### config.mk
export PLATFORM = sky130hd
export DESIGN_NAME = hex_display_scan
export DESIGN_NICKNAME = d
export VERILOG_FILES = /design/src/rtl/hex_display_pkg.sv /design/src/rtl/hex_seg_decode.sv /design/src/rtl/hex_display_scan.sv
export SDC_FILE = /design/constraint.sdc
export NUM_CORES = 1
export LEC_CHECK = 0
export BUFFER_PORTS_ARGS = -buffer_cell sky130_fd_sc_hd__buf_2
export CAP_MARGIN = 20
export CORE_ASPECT_RATIO = 0.8
export CORE_UTILIZATION = 45
export DETAILED_ROUTE_END_ITERATION = 10
export PLACE_DENSITY = 0.66
export SLEW_MARGIN = 20
export SYNTH_ARGS = -nofsm -noshare
export SYNTH_HDL_FRONTEND = slang
export SYNTH_SLANG_ARGS = --single-unit
### constraint.sdc
create_clock -name clk -period 2 [get_ports clk]
set_input_delay 0.2 -clock clk [delete_from_list [all_inputs] [get_ports clk]]
set_output_delay 0.2 -clock clk [all_outputs]
set_load 0.03 [all_outputs]
### src/rtl/hex_display_pkg.sv
`default_nettype none
// +----------------------------------------------------------------------------+
// | Module      : hex_display_pkg                                              |
// | Description : Shared constants and helpers for the multiplexed 7-segment   |
// |               hex display driver: blank pattern, active-low segment table, |
// |               nibble decode function and counter-width helper.             |
// | Revision    : 1.0 - initial release                                        |
// +----------------------------------------------------------------------------+
package hex_display_pkg;

    // All segments off (outputs are active-low).
    localparam logic [6:0] c_seg_blank = 7'h7F;

    // Active-low segment patterns, bit [0] = segment a ... bit [6] = segment g.
    // Entry n of the packed array is the pattern for hex digit n.
    localparam logic [15:0][6:0] c_seg_table = {
        7'h0E, 7'h06, 7'h21, 7'h46,   // F E d C
        7'h03, 7'h08, 7'h10, 7'h00,   // b A 9 8
        7'h78, 7'h02, 7'h12, 7'h19,   // 7 6 5 4
        7'h30, 7'h24, 7'h79, 7'h40    // 3 2 1 0
    };

    function automatic logic [6:0] hex_to_seg_n(input logic [3:0] nibble);
        return c_seg_table[nibble];
    endfunction

    // Width of a counter that spans 0..n-1; never less than one bit so that
    // degenerate counts (one digit, one blink frame) still yield a legal vector.
    function automatic int cnt_width(input int n);
        return (n <= 1) ? 1 : $clog2(n);
    endfunction

endpackage
`default_nettype wire

### src/rtl/hex_seg_decode.sv
`default_nettype none
// +----------------------------------------------------------------------------+
// | Module      : hex_seg_decode                                               |
// | Description : Combinational hex nibble to active-low 7-segment decoder.    |
// |   nibble  in  4   hex digit to show                                        |
// |   seg_n   out 7   segments a..g on [0]..[6], 0 = lit                       |
// | Revision    : 1.0 - initial release                                        |
// +----------------------------------------------------------------------------+
module hex_seg_decode
    import hex_display_pkg::*;
(
    input  logic [3:0] nibble,
    output logic [6:0] seg_n
);

    assign seg_n = hex_to_seg_n(nibble);

endmodule
`default_nettype wire

### src/rtl/hex_display_scan.sv
`default_nettype none
// +----------------------------------------------------------------------------+
// | Module      : hex_display_scan                                             |
// | Description : Time-multiplexed driver for an N-digit common-anode hex      |
// |               display with frame-synchronous update, leading-zero         |
// |               blanking, per-digit blink and decimal points.                |
// |   clk          in   1        system clock                                  |
// |   reset        in   1        synchronous, active-high                      |
// |   value        in   4*N      packed nibbles, [3:0] = digit 0 (rightmost)   |
// |   dp           in   N        decimal point request per digit, 1 = lit      |
// |   blink        in   N        blink enable per digit                        |
// |   load         in   1        strobe: capture value/dp/blink as pending     |
// |   enable       in   1        0 = whole display dark                        |
// |   seg_n        out  7        segments a..g, 0 = lit                        |
// |   dp_n         out  1        decimal point, 0 = lit                        |
// |   digit_sel_n  out  N        one-hot-low anode select                      |
// |   frame_start  out  1        pulse on first cycle of digit 0's slot        |
// |   busy         out  1        a load is pending, not yet displayed          |
// | Revision    : 1.0 - initial release                                        |
// +----------------------------------------------------------------------------+
module hex_display_scan
    import hex_display_pkg::*;
#(
    parameter int NUM_DIGITS   = 4,
    parameter int SLOT_CYCLES  = 50000,
    parameter int DEAD_CYCLES  = 16,
    parameter int BLINK_FRAMES = 64,
    parameter int LZ_BLANK     = 1
) (
    input  logic                    clk,
    input  logic                    reset,
    input  logic [4*NUM_DIGITS-1:0] value,
    input  logic [NUM_DIGITS-1:0]   dp,
    input  logic [NUM_DIGITS-1:0]   blink,
    input  logic                    load,
    input  logic                    enable,
    output logic [6:0]              seg_n,
    output logic                    dp_n,
    output logic [NUM_DIGITS-1:0]   digit_sel_n,
    output logic                    frame_start,
    output logic                    busy
);

    localparam int SLOT_W = cnt_width(SLOT_CYCLES);
    localparam int IDX_W  = cnt_width(NUM_DIGITS);
    localparam int FRM_W  = cnt_width(BLINK_FRAMES);

    localparam logic [SLOT_W-1:0] c_slot_last = SLOT_W'(SLOT_CYCLES - 1);
    localparam logic [SLOT_W-1:0] c_dead      = SLOT_W'(DEAD_CYCLES);
    localparam logic [IDX_W-1:0]  c_idx_last  = IDX_W'(NUM_DIGITS - 1);
    localparam logic [FRM_W-1:0]  c_frm_last  = FRM_W'(BLINK_FRAMES - 1);

    // Scan and blink timing state
    logic [SLOT_W-1:0]       r_slot_cnt;
    logic [IDX_W-1:0]        r_idx;
    logic [FRM_W-1:0]        r_frame_cnt;
    logic                    r_blink_phase;

    // Pending regs take loads at any time; shadow regs feed the display and
    // only change on a frame boundary so a frame never mixes two values.
    logic [4*NUM_DIGITS-1:0] r_pend_value;
    logic [NUM_DIGITS-1:0]   r_pend_dp;
    logic [NUM_DIGITS-1:0]   r_pend_blink;
    logic [4*NUM_DIGITS-1:0] r_shadow_value;
    logic [NUM_DIGITS-1:0]   r_shadow_dp;
    logic [NUM_DIGITS-1:0]   r_shadow_blink;
    logic                    r_busy;

    logic                    w_slot_wrap;
    logic                    w_boundary;
    logic [NUM_DIGITS-1:0]   w_lz_zero;
    logic [3:0]              w_nibble;
    logic                    w_dp;
    logic                    w_blink;
    logic                    w_lz;
    logic                    w_blank;
    logic [6:0]              w_seg_n;
    logic [NUM_DIGITS-1:0]   w_anode_n;

    assign w_slot_wrap = (r_slot_cnt == c_slot_last);
    assign w_boundary  = w_slot_wrap && (r_idx == c_idx_last);

    always_ff @(posedge clk) begin
        if (reset) begin
            r_slot_cnt    <= '0;
            r_idx         <= '0;
            r_frame_cnt   <= '0;
            r_blink_phase <= 1'b0;
        end else begin
            r_slot_cnt <= w_slot_wrap ? '0 : r_slot_cnt + 1'b1;
            if (w_slot_wrap) begin
                r_idx <= (r_idx == c_idx_last) ? '0 : r_idx + 1'b1;
            end
            if (w_boundary) begin
                if (r_frame_cnt == c_frm_last) begin
                    r_frame_cnt   <= '0;
                    r_blink_phase <= ~r_blink_phase;
                end else begin
                    r_frame_cnt <= r_frame_cnt + 1'b1;
                end
            end
        end
    end

    // A load coinciding with the boundary wins the busy flag: the shadow takes
    // the previous pending contents while the new data waits a further frame.
    always_ff @(posedge clk) begin
        if (reset) begin
            r_pend_value   <= '0;
            r_pend_dp      <= '0;
            r_pend_blink   <= '0;
            r_shadow_value <= '0;
            r_shadow_dp    <= '0;
            r_shadow_blink <= '0;
            r_busy         <= 1'b0;
        end else begin
            if (load) begin
                r_pend_value <= value;
                r_pend_dp    <= dp;
                r_pend_blink <= blink;
            end
            if (w_boundary && r_busy) begin
                r_shadow_value <= r_pend_value;
                r_shadow_dp    <= r_pend_dp;
                r_shadow_blink <= r_pend_blink;
            end
            if (load) begin
                r_busy <= 1'b1;
            end else if (w_boundary) begin
                r_busy <= 1'b0;
            end
        end
    end

    // w_lz_zero[i]: digit i and every digit to its left are zero with no
    // decimal point, i.e. digit i is a leading zero.
    always_comb begin
        w_lz_zero = '0;
        for (int i = 0; i < NUM_DIGITS; i++) begin
            w_lz_zero[i] = 1'b1;
            for (int j = i; j < NUM_DIGITS; j++) begin
                if ((r_shadow_value[4*j +: 4] != 4'h0) || r_shadow_dp[j]) begin
                    w_lz_zero[i] = 1'b0;
                end
            end
        end
    end

    // Per-digit selection for the digit currently being scanned.
    always_comb begin
        w_nibble = 4'h0;
        w_dp     = 1'b0;
        w_blink  = 1'b0;
        w_lz     = 1'b0;
        for (int i = 0; i < NUM_DIGITS; i++) begin
            if (r_idx == IDX_W'(i)) begin
                w_nibble = r_shadow_value[4*i +: 4];
                w_dp     = r_shadow_dp[i];
                w_blink  = r_shadow_blink[i];
                w_lz     = (LZ_BLANK != 0) && (i != 0) && w_lz_zero[i];
            end
        end
    end

    assign w_blank   = w_lz || (w_blink && r_blink_phase);
    assign w_anode_n = ~(NUM_DIGITS'(1) << r_idx);

    hex_seg_decode u_decode (
        .nibble (w_nibble),
        .seg_n  (w_seg_n)
    );

    // Blanked digits keep their anode driven so the scan duty cycle is
    // identical for every digit; only the dead time releases all anodes.
    always_ff @(posedge clk) begin
        if (reset) begin
            seg_n       <= c_seg_blank;
            dp_n        <= 1'b1;
            digit_sel_n <= '1;
            frame_start <= 1'b0;
        end else begin
            frame_start <= w_boundary;
            if (!enable || (r_slot_cnt < c_dead)) begin
                seg_n       <= c_seg_blank;
                dp_n        <= 1'b1;
                digit_sel_n <= '1;
            end else begin
                digit_sel_n <= w_anode_n;
                seg_n       <= w_blank ? c_seg_blank : w_seg_n;
                dp_n        <= w_blank ? 1'b1 : ~w_dp;
            end
        end
    end

    assign busy = r_busy;

endmodule
`default_nettype wire
After elaboration in Yosys (flattened, before gate mapping)
Memories as Yosys holds them, arrays and structs flattened. A register that Yosys moved wholly into a read port is not among the register bits.
Index checks and enable logic that the tools add are counted.
{ "totals": {"register_bits": 80, "output_inout_bits": 14, "n_memories": 1, "wordCells": 71, "rom_bits": 112} }
{ "memory_table": {"columns": ["name", "depth", "word_bits", "rd", "rd_ports_with_merged_regs", "wr", "line", "source"], "rows": [
  ["(no name shown)", 16, 7, 1, 1, 0, "hex_display_pkg.sv:24", "return c_seg_table[nibble];"]
]} }
{ "op_classes": {"shift": 1, "n_bitwise": 3, "n_reduce_logical": 18, "n_eq_ne": 5, "add_sub_neg": 3, "n_mux": 25, "magnitude_cmp": 1} }
{ "op_table": {"columns": ["cell", "count"], "rows": [
  ["$mux W1", 19],
  ["$add A16 B1 Y16 const B", 1],
  ["$eq A16 B16 Y1 const B", 1],
  ["$lt A16 B5 Y1 const B", 1],
  ["$mux W4", 4],
  ["$reduce_bool A4 Y1", 3],
  ["$add A6 B1 Y6 const B", 1],
  ["$eq A6 B6 Y1 const B", 1],
  ["$mux W6", 1],
  ["$logic_or A1 B1 Y1", 5],
  ["$eq A2 B2 Y1 const B", 2],
  ["$not A4 Y4", 1],
  ["$reduce_or A2 Y1", 2],
  ["$shl A1 B2 Y4 const A", 1],
  ["$logic_and A1 B1 Y1", 3],
  ["$reduce_or A3 Y1", 1],
  ["$add A2 B1 Y2 const B", 1],
  ["$eq A2 B1 Y1 const B", 1],
  ["$logic_not A2 Y1", 1],
  ["$mux W2", 1],
  ["$not A1 Y1", 2],
  ["$reduce_and A2 Y1", 1],
  ["$reduce_bool A2 Y1", 1],
  ["$logic_not A1 Y1", 1]
]} }

Longest topological paths before layout
Gate-level depths: netlist of the first run.
{ "logic_depth": {"depth_word": 10, "depth_mapped": 10} }

Hierarchy
Synthesis of the first run repeated with hierarchy kept, for this count alone.
{ "hier_totals": {"hier_cells": 449, "area_unflattened_um2": 3955.0} }
{ "by_module_without_submodules": {"columns": ["mod", "area_each_um2", "n_inst", "cells_each", "seq_area_each_um2"], "rows": [
  ["hex_display_scan", 3679.8, 1, 417, 1741.7],
  ["hex_seg_decode", 275.3, 1, 32, 0.0]
]} }

Worst setup path after synthesis of the first run
Ideal clock, no wire load.
{ "synth_timing": {"path_kind": "flip-flop to flip-flop", "from": "reg r_idx[1]", "to": "reg seg_n[0]", "path_slack_ns": -0.192, "arrival_time_ns": 2.067, "path_stages_with_launch": 11, "path_buffers": 1, "setup_time_ns": 0.125, "cell_sequence": "dfxtp_1 -> inv_1 -> ha_1 -> clkbuf_1 -> a211oi_1 -> a221o_1 -> inv_1 -> ha_1 -> or3_1 -> o221ai_1 -> nand2_1"} }
{ "synth_between": {"elab_chain_len": 8} }
{ "synth_lines": {"columns": ["item", "line", "source"], "rows": [
  ["start, declared", "hex_display_scan.sv:55", "logic [IDX_W-1:0] r_idx;"],
  ["start signal, assigned", "hex_display_scan.sv:92", "r_idx <= (r_idx == c_idx_last) ? '0 : r_idx + 1'b1;"],
  ["$logic_not A2 Y1", "hex_display_scan.sv:156", "if (r_idx == IDX_W'(i)) begin"],
  ["$mux W1 (4 in series)", "hex_display_scan.sv:156", null],
  ["$logic_and A1 B1 Y1", "hex_display_scan.sv:165", "assign w_blank = w_lz || (w_blink && r_blink_phase);"],
  ["$logic_or A1 B1 Y1", "hex_display_scan.sv:165", null],
  ["$reduce_or A3 Y1 (no line)", null, null],
  ["end, declared", "hex_display_scan.sv:37", "output logic [6:0] seg_n,"]
]} }
Parallel ways exist; a longest one is shown, timed or not.
A chain may end at the register's enable or synchronous reset.

Worst setup path in the final report of the first run
Same ends and word-level chain as after synthesis.

==> results of run 1 <==
-- routing by layer --
layer | GRT usage (%) | wire, um
met1 | 27.6 | 4270
met2 | 26.6 | 3620
met3 | 4.22 | 418
met4 | 4.61 | 43
met5 | 0 | 0
-- worst max-delay path by stage --
stage                                from             endpoint  slack [ns]  depth (start not counted)
detailed placement  r_idx[1]$_SDFFE_PP0N_  seg_n[2]$_SDFF_PP1_       -0.07                          7
floorplan           r_idx[0]$_SDFFE_PP0N_  seg_n[0]$_SDFF_PP1_       0.001                         10
global route        r_idx[0]$_SDFFE_PP0N_  seg_n[0]$_SDFF_PP1_       -0.05                          7
CTS                 r_idx[1]$_SDFFE_PP0N_  seg_n[0]$_SDFF_PP1_       0.008                          9
finish              r_idx[1]$_SDFFE_PP0N_  seg_n[0]$_SDFF_PP1_        0.04                          8
global placement    r_idx[0]$_SDFFE_PP0N_  seg_n[0]$_SDFF_PP1_        0.01                          8
-- repair_timing --
| action | in CTS | in global routing |
|---|---|---|
| resized for setup | 7 | 33 |
| cloned | 0 | 1 |
| buffers inserted | 6 | 13 |
| setup endpoints to repair | 8 | 43 |
| pin swaps | 2 | 16 |
| hold endpoints to repair | 0 | 0 |
-- sequential cells by signal (all words and copies together) (netlist names) --
register,cells
r_pend_blink,4
r_pend_dp,4
digit_sel_n,4
r_shadow_blink,4
r_shadow_value,16
frame_start,1
seg_n,7
busy,1
r_frame_cnt,6
r_shadow_dp,4
r_pend_value,16
dp_n,1
r_blink_phase,1
r_idx,2
r_slot_cnt,16
-- metrics by stage --
stage	TNS (ns)	std cells	hold slack (ns)	instance area, um^2	utilization (%)
CTS	0	599	0.0633	4540	56.3
finish	0	613	0.0795	4780	59.4
floorplan	0	428	0.347	3880	-
global placement	0	577	0.424	4270	53.0
detailed placement	-0.360	577	0.431	4270	53.0
global route	-0.167	613	0.0708	4780	59.4
-- worst max-delay path, stage by stage, from the launching register on --
cell,delay (ns)
dfxtp_4,0.40
inv_4,0.05
ha_4,0.18
buf_6,0.11
nand3b_1,0.17
a311o_2,0.47
or3_1,0.34
o221ai_2,0.07
nand2_1,0.06
-- layout make-up --
type                            instances  area [um^2]
Clock buffer                            9          124
Clock inverter                          7         77.6
Fill cell                             737         3270
Inverter                               11         46.3
Multi-Input combinational cell        308         2080
Sequential cell                        87         1750
Tap cell                              108          135
Timing Repair Buffer                   83          573
-- cell usage in the layout (no fill, tap or decap), types with 5 or more instances in the layout --
master,count
dfxtp_1,85
nand2_1,74
nor2_1,58
buf_2,41
buf_4,35
mux2i_1,27
a21oi_2,18
a21oi_1,16
xnor2_1,11
nand3_1,10
clkbuf_8,9
inv_1,7
nand4_1,7
xor2_1,6
ha_4,6
nand3b_1,5
o211ai_1,5
-- power groups by stage --
stage                     Combinational (uW)  Sequential (uW)  Clock [uW]
after detailed placement                 130             1820           0
after global placement                   126             1820           0
after global routing                     146             1790        1350
after floorplan                         84.7             1820           0
after CTS                                130             1780        1280
final                                    129             1780        1240
-- cell families after synthesis --
logic type	count (synthesis)	share of synthesized area (%)
adders and majority gates	12	3.96
buffers and inverters	34	4.29
and+or+nand+nor	192	23.4
muxes	28	7.43
DFF	87	46.0
AOI/OAI and AO/OA	58	11.0
xor gates and xnor gates	17	3.93
==> impl_metrics.json, run 1 <==
{
  "r2r_end": "seg_n[0]$_SDFF_PP1_",
  "boundaryPins": 42,
  "cellInternalPower_uw": 2410,
  "grt.overflow.total": 0,
  "critPathRequiredTime_ns": 2.24,
  "post-route-min-period_ns": 1.96,
  "htree_levels": 3,
  "dp_hpwl_um": 5600,
  "drtIter0Drc": 134,
  "drt-total-wl_um": 8350,
  "worstHoldStart": "value[13]",
  "period_share_pct": 98.0,
  "synth.most_common_cell": "dfxtp_1",
  "hp-class": "in2reg",
  "ctsHoldBuffers": 0,
  "grt_antenna_before_repair": 0,
  "antenna_cells": 0,
  "swShare_pct": 23.4,
  "numCtsBuffers": 9,
  "synth_top_area_share_pct": 46.0,
  "max_freq_ghz": 0.510,
  "cts_buffer_depth": 2,
  "firstDrtPassIters": 5,
  "start_util_pct": 47.0,
  "criticalPathCategory": "reg2reg",
  "ys_ff_latch": 87,
  "synth_common_cells": "dfxtp_1, nand2_1, nor2_1",
  "rsz0062_at_grt": "true",
  "skew_ns": 0.00967,
  "finalMaxSlewViolations": 0,
  "ant_nets": 0,
  "r2r_cells": 8,
  "wire_per_inst_um": 13.6,
  "grt_max_degree": 63,
  "finalPower_uw": 3150,
  "drv_cap": 0,
  "worstHoldPathCells": 3,
  "viasPerCell": 5.16,
  "hold_path_end": "r_pend_value[13]$_SDFFE_PP0P_",
  "layout.nets": 540,
  "status": "finished clean",
  "synth.top_cells.by_area": "dfxtp_1, nand2_1, mux2i_1",
  "finalWorstSetupSlack_ns": 0.0405,
  "peakVddDrop_mv": 0.419,
  "ys_seq_area_share_pct": 46.0,
  "synthCells": 428,
  "clock-sinks": 87,
  "powerDensity_nw_per_um2": 659,
  "die_x_um": 105,
  "relSlewSlack_pct": 51.4,
  "syn-num-nets": 468,
  "numPortBuffers": 41,
  "p_leak_uw": 0.00184,
  "critPathLaunchType": "flop",
  "drc": 0,
  "synth_top_area_cell": "dfxtp_1",
  "async_reset_ff_share_pct": 0,
  "pre_cts_ws_ns": -0.0744,
  "p_sw_uw": 737,
  "endpoint_kind": "flop",
  "seqPwrFrac_pct": 56.7,
  "final_hold_viol_count": 0,
  "grt_usage_pct": 18.5,
  "grt_pass1_vias": 2740,
  "finalSetupViolations": 0,
  "rows": 29,
  "synth_edf_count": 0,
  "drive_gt1_share_pct": 29.9,
  "synth_area_um2": 3790,
  "core-area_um2": 8060,
  "r2r-start": "r_idx[1]$_SDFFE_PP0N_",
  "chipHeight_um": 84.1,
  "crit_arrival_ns": 2.20,
  "yosys_warnings": 0,
  "syn_area_per_cell_um2": 8.85,
  "pwr-share-comb_pct": 4.1,
  "synth_flop_cell": "dfxtp_1",
  "grt_pass1_wl_um": 13100,
  "vias": 3165,
  "tightest_slew_ns": 0.730,
  "p_clk_share_pct": 39.2,
  "r2r_setup_slack_ns": 0.04,
  "cts-root-buf": "clkbuf_8",
  "ys_types": 46,
  "clock_latency_ns": 0.35,
  "place_congestion": 0.954,
  "clkTransAtPathRegs_ns": 0.09,
  "areaGrowthSynthToFinish_pct": 26.1,
  "critPathMaxFanout": 6,
  "die-area_um2": 8800,
  "cts_tree": "yes"
}
Note: power is estimated with default switching activity, not from simulation.
==> inputs of run 2 (changes only) <==
--- a/config.mk
+++ b/config.mk
@@ -8,9 +8,9 @@
 export BUFFER_PORTS_ARGS = -buffer_cell sky130_fd_sc_hd__buf_2
 export CAP_MARGIN = 20
 export CORE_ASPECT_RATIO = 0.8
-export CORE_UTILIZATION = 45
+export CORE_UTILIZATION = 52
 export DETAILED_ROUTE_END_ITERATION = 10
-export PLACE_DENSITY = 0.66
+export PLACE_DENSITY = 0.75
 export SLEW_MARGIN = 20
 export SYNTH_ARGS = -nofsm -noshare
 export SYNTH_HDL_FRONTEND = slang
==> impl_metrics.json, run 2 (synthesized netlist as in run 1, its figures left out) <==
{
  "cts_buffer_depth": 2,
  "whs_ns": 0.0684,
  "numCtsBuffers": 9,
  "grt.overflow.total": 0,
  "critPathLaunchType": "flop",
  "max_freq_ghz": 0.484,
  "endpoint_kind": "flop",
  "drc": 0,
  "chipHeight_um": 78.4,
  "clock_latency_ns": 0.36,
  "grt_pass1_vias": 2857,
  "ant_nets": 0,
  "top_layer": "met4",
  "rsz0062_at_grt": "true",
  "grt_pass1_wl_um": 13500,
  "violations": "setup timing",
  "firstDrtPassIters": 4,
  "final_hold_viol_count": 0,
  "grt_usage_pct": 22.0,
  "p_leak_uw": 0.00178,
  "cts-root-buf": "clkbuf_8",
  "fill_cells": 594,
  "skew_ns": 0.0109,
  "drv_cap": 0,
  "dr_wl_met2_um": 3790,
  "swShare_pct": 25.3,
  "finalWorstSetupSlack_ns": -0.0662,
  "relSlewSlack_pct": 50.3,
  "layout_common_cells": "dfxtp_1, nand2_1, nor2_1",
  "fin_util_pct": 66.8,
  "wl_met3_um": 360,
  "areaGrowthSynthToFinish_pct": 22.7,
  "place_congestion": 0.820,
  "post-route-min-period_ns": 2.07,
  "rows": 27,
  "powerDensity_nw_per_um2": 663,
  "wl_met1_um": 4100,
  "drt-total-wl_um": 8360,
  "peakVddDrop_mv": 0.648,
  "core-area_um2": 6960,
  "finalMaxSlewViolations": 0,
  "tightest_slew_ns": 0.745,
  "dp_hpwl_um": 5580,
  "die_x_um": 97.4,
  "p_sw_uw": 778,
  "seqPwrFrac_pct": 57.9,
  "cts_tree": "yes",
  "finalSetupViolations": 3,
  "period_share_pct": 103,
  "drtIter0Drc": 132,
  "fin_tns_setup_ns": -0.0996,
  "finalPower_uw": 3080,
  "pwr-share-comb_pct": 4.1,
  "final_common_cell": "dfxtp_1",
  "numPortBuffers": 41,
  "criticalPathCategory": "reg2reg",
  "dp_cells": 551,
  "critPathRequiredTime_ns": 2.24,
  "status": "finished, violations left",
  "boundaryPins": 42,
  "drive_gt1_share_pct": 28.3,
  "htree_levels": 3,
  "clkTransAtPathRegs_ns": 0.09,
  "vias": 3145,
  "cellInternalPower_uw": 2300,
  "ctsHoldBuffers": 0,
  "layout.nets": 529,
  "die-area_um2": 7640,
  "grt_antenna_before_repair": 0,
  "viasPerCell": 5.41,
  "start_util_pct": 54.5,
  "p_clk_share_pct": 38.0,
  "hp-class": "in2reg",
  "grt_max_degree": 63,
  "clock-sinks": 87,
  "critPathMaxFanout": 6,
  "finalNonFillerCells": 581,
  "top_regs": "r_pend_value: 16 flops, r_shadow_value: 16 flops, r_slot_cnt: 16 flops",
  "crit_arrival_ns": 2.31,
  "wire_per_inst_um": 14.4,
  "antenna_cells": 0
}
run 2: cell count changes in the layout (fill, tap and decap cells not counted), moves of 2 or more:
cell        delta
ha_1           -2
nand2_2        -2
clkinvlp_4     -2
ha_4           +2
buf_4          -9
inv_8          +2
nand2_1        +2
nor3b_4        -2
run 2: path summary, 6_finish.rpt:
path,startpoint,endpoint,slack [ns],cells after the start
worst max-delay path,r_idx[1]$_SDFFE_PP0N_,seg_n[3]$_SDFF_PP1_,-0.07,9
worst min-delay path,value[14],r_pend_value[14]$_SDFFE_PP0P_,0.07,3
worst max register to register,r_idx[1]$_SDFFE_PP0N_,seg_n[3]$_SDFF_PP1_,-0.07,9
worst min register to register,r_slot_cnt[0]$_SDFF_PP0_,r_slot_cnt[0]$_SDFF_PP0_,0.45,1
run 2: cell type report:
| cell class | instances | area (um^2) | share of cell area (%) |
|---|---|---|---|
| multi-input combinational | 308 | 2080 | 44.8 |
| sequential | 87 | 1750 | 37.6 |
| timing repair buffer | 72 | 474 | 10.2 |
| clock buffer | 9 | 124 | 2.66 |
| tap | 87 | 109 | 2.34 |
| clock inverter | 7 | 62.6 | 1.35 |
| inverter | 11 | 46.3 | 0.996 |
run 2: worst max-delay path, cell delays in order (launching register included):
cell and delay [ns]:
dfxtp_4 0.40, inv_4 0.06, ha_4 0.18, nand3b_1 0.16, a221o_2 0.43, buf_4 0.16
ha_4 0.26, nand2_1 0.05, o211ai_1 0.12, o211ai_1 0.13
run 2: through the flow:
step	setup WS, ns	area [um^2]
floorplan	0.00133	3880
global placement	0.0180	4190
detailed placement	-0.107	4190
CTS	0.00248	4490
global route	-0.0996	4650
finish	-0.0662	4650
run 2: what timing repair did:
item	CTS	global route
pin swaps	8	18
resized for setup	17	21
endpoints found under the setup margin	8	37
cloned	0	1
buffers inserted	6	7
run 2: routing by layer:
| metal | global-route usage (%) | vias to the layer above |
|---|---|---|
| met3 | 4.19 | 9 |
| li1 | - | 1585 |
| met5 | 0 | - |
| met4 | 8.09 | 0 |
| met2 | 33.6 | 63 |
| met1 | 30.9 | 1488 |
run 2: power by group through the flow:
stage / registers (uW) / clock network, uW / logic [uW]
floorplan: 1820 / 0 / 84.7
global placement: 1820 / 0 / 123
detailed placement: 1820 / 0 / 128
CTS: 1780 / 1190 / 128
global route: 1790 / 1250 / 144
finish: 1780 / 1170 / 127
==> inputs of run 3 (changes only) <==
--- a/config.mk
+++ b/config.mk
@@ -5,12 +5,14 @@
 export SDC_FILE = /design/constraint.sdc
 export NUM_CORES = 1
 export LEC_CHECK = 0
+export ABC_AREA = 1
 export BUFFER_PORTS_ARGS = -buffer_cell sky130_fd_sc_hd__buf_2
 export CAP_MARGIN = 20
 export CORE_ASPECT_RATIO = 0.8
-export CORE_UTILIZATION = 52
+export CORE_UTILIZATION = 53
+export CTS_CLUSTER_DIAMETER = 50
 export DETAILED_ROUTE_END_ITERATION = 10
-export PLACE_DENSITY = 0.75
+export PLACE_DENSITY = 0.76
 export SLEW_MARGIN = 20
 export SYNTH_ARGS = -nofsm -noshare
 export SYNTH_HDL_FRONTEND = slang
==> impl_metrics.json, run 3 <==
{
  "criticalPathCategory": "reg2reg",
  "worstHoldPathCells": 3,
  "hp-class": "in2reg",
  "vias": 3714,
  "r2r_end": "seg_n[4]$_SDFF_PP1_",
  "grt_pass1_vias": 3312,
  "peakVddDrop_mv": 0.400,
  "ys_seq_area_share_pct": 42.3,
  "final_common_cell": "nand2_1",
  "numPortBuffers": 41,
  "firstDrtPassIters": 4,
  "dp_hpwl_um": 6120,
  "grt.overflow.total": 0,
  "r2r-start": "r_idx[0]$_SDFFE_PP0N_",
  "powerDensity_nw_per_um2": 682,
  "syn-num-nets": 647,
  "synth_edf_count": 0,
  "ys_types": 31,
  "critPathLaunchType": "flop",
  "place_congestion": 0.909,
  "grt_max_degree": 54,
  "synth_common_cells": "nand2_1, nor2_1, dfxtp_1",
  "drt-total-wl_um": 8930,
  "drv_cap": 0,
  "htree_levels": 3,
  "post-route-min-period_ns": 1.83,
  "worstHoldStart": "value[0]",
  "crit_slowest_cell": "dfxtp_2",
  "rows": 28,
  "die-area_um2": 8120,
  "finalMaxSlewViolations": 0,
  "synth_flop_cell": "dfxtp_1",
  "clock_latency_ns": 0.36,
  "crit_chain": "inv_1 > ha_4 > nand2_1 > nand2_1 > o211ai_1 > nand2_1 > nand2_2 > buf_4 > ha_1 > a21oi_1 > nand2_1 > nand2_1",
  "relSlewSlack_pct": 64.8,
  "cts-root-buf": "clkbuf_8",
  "final_hold_viol_count": 0,
  "r2r_cells": 12,
  "max_freq_ghz": 0.545,
  "grt_pass1_wl_um": 14700,
  "start_util_pct": 55.1,
  "syn_area_per_cell_um2": 6.78,
  "drive_gt1_share_pct": 17.4,
  "ys_ff_latch": 87,
  "synthCells": 607,
  "antenna_cells": 0,
  "async_reset_ff_share_pct": 0,
  "multi_input_area_um2": 2100,
  "fin_util_pct": 63.2,
  "viasPerCell": 4.89,
  "drc": 0,
  "areaGrowthSynthToFinish_pct": 14.7,
  "wire_per_inst_um": 11.7,
  "fin_tns_setup_ns": 0,
  "drtIter0Drc": 306,
  "chipHeight_um": 80.8,
  "layout_common_cells": "nand2_1, nor2_1, dfxtp_1",
  "boundaryPins": 42,
  "endpoint_kind": "flop",
  "status": "finished clean",
  "fill_cells": 715,
  "cp_num_buf_inv": 2,
  "top_regs": "r_pend_value: 16 flops, r_shadow_value: 16 flops, r_slot_cnt: 16 flops",
  "synth_area_um2": 4110,
  "die_x_um": 100,
  "pre_cts_ws_ns": 0.0684,
  "skew_ns": 0.00735,
  "finalWorstSetupSlack_ns": 0.165,
  "numCtsBuffers": 9,
  "ff_latch_area_um2": 1740,
  "synth.top_cells.by_area": "dfxtp_1, nand2_1, nor2_1",
  "layout.nets": 690,
  "hold_path_end": "r_pend_value[0]$_SDFFE_PP0P_",
  "critPathRequiredTime_ns": 2.31,
  "crit_arrival_ns": 2.14,
  "ant_nets": 0,
  "r2r_setup_slack_ns": 0.17,
  "path_common_cell": "nand2_1",
  "synth_top_area_cell": "dfxtp_1",
  "tightest_slew_ns": 0.524,
  "clock-sinks": 87,
  "clkTransAtPathRegs_ns": 0.09,
  "grt_usage_pct": 23.0,
  "synth.most_common_cell": "nand2_1",
  "cts_buffer_depth": 2,
  "grt_antenna_before_repair": 0,
  "crit_cells": 12,
  "yosys_warnings": 0,
  "critPathMaxFanout": 5,
  "finalSetupViolations": 0,
  "cts_tree": "yes",
  "cp_top_family": "simple AND/OR/NAND/NOR gates",
  "p_leak_uw": 0.00217,
  "synth_top_area_share_pct": 42.3,
  "slowest_delay_ns": 0.33,
  "period_share_pct": 91.7,
  "core-area_um2": 7460
}
[run 3: cell count changes in the layout (fill, tap and decap cells not counted), moves of 16 or more]
cell / previous run / this run
nand2_1: 76 / 163
nor2_1: 57 / 121
buf_4: 26 / 9
a21oi_2: 17 / 1
nor2_2: 1 / 22
nand3_1: 9 / 28
inv_1: 7 / 55
o21ai_0: 4 / 29
mux2i_1: 27 / 0
[run 3: where the power goes]
| part | internal, uW | leakage [uW] | switching (uW) |
|---|---|---|---|
| clock | 659 | 0.000112 | 640 |
| sequential | 1770 | 0.000709 | 27.6 |
| combinational | 46.6 | 0.00135 | 74.5 |
| total | 2480 | 0.00217 | 742 |
[run 3: what timing repair did]
action | CTS | global route
setup endpoints to repair | 0 | 7
hold buffers | 0 | 0
buffers inserted | 0 | 1
hold endpoints to repair | 0 | 0
resized for setup | 0 | 14
[run 3: worst max path at each step]
stage / startpoint / end / slack (ns)
after floorplan: r_idx[0]$_SDFFE_PP0N_ / seg_n[0]$_SDFF_PP1_ / 0.08
after global placement: r_idx[0]$_SDFFE_PP0N_ / seg_n[3]$_SDFF_PP1_ / 0.15
after detailed placement: r_idx[0]$_SDFFE_PP0N_ / seg_n[3]$_SDFF_PP1_ / 0.07
after CTS: r_idx[0]$_SDFFE_PP0N_ / seg_n[1]$_SDFF_PP1_ / 0.04
after global routing: r_idx[0]$_SDFFE_PP0N_ / seg_n[5]$_SDFF_PP1_ / -0.007
final: r_idx[0]$_SDFFE_PP0N_ / seg_n[4]$_SDFF_PP1_ / 0.17
[run 3: cells by family (layout without fill, tap and decap cells)]
kind of cell	count (synthesis)	count (layout)	share of synthesized area (%)
and+or+nand+nor	358	358	36.8
DFF	87	87	42.3
buffers and inverters	80	128	8.12
AOI/OAI and AO/OA	67	67	8.49
adders and majority gates	12	12	3.65
xor gates and xnor gates	3	3	0.639
[run 3: cell type report]
class / instances / area share [%]
well taps: 105 / 2.79
multi-input cells: 440 / 44.6
inverters: 61 / 4.85
clock inverters: 5 / 1.35
repair buffers: 51 / 6.21
flip-flops and latches: 87 / 37.0
clock buffers: 11 / 3.21
[run 3: per-stage QoR]
stage | total power, uW | instances | hold WS, ns | area (um^2)
after floorplan | 1910 | 607 | 0.335 | 4120
after global placement | 1950 | 743 | 0.421 | 4430
after detailed placement | 1960 | 743 | 0.426 | 4430
after CTS | 3250 | 759 | 0.0499 | 4640
after global routing | 3350 | 760 | 0.0425 | 4720
final | 3220 | 760 | 0.0556 | 4720
[run 3: metal layers]
layer	up-vias	track usage [%]	wire length, um
met1	1655	31.0	4500
met2	84	37.5	3880
met4	0	6.09	112
li1	1962	-	-
met3	13	5.25	439
met5	-	0	0
[run 3: tightest hold or removal path, delay by kind of cell]
kind                   cells  cell delay (ns)
AND/OR/NAND/NOR            2             0.11
buffers and inverters      1             0.07
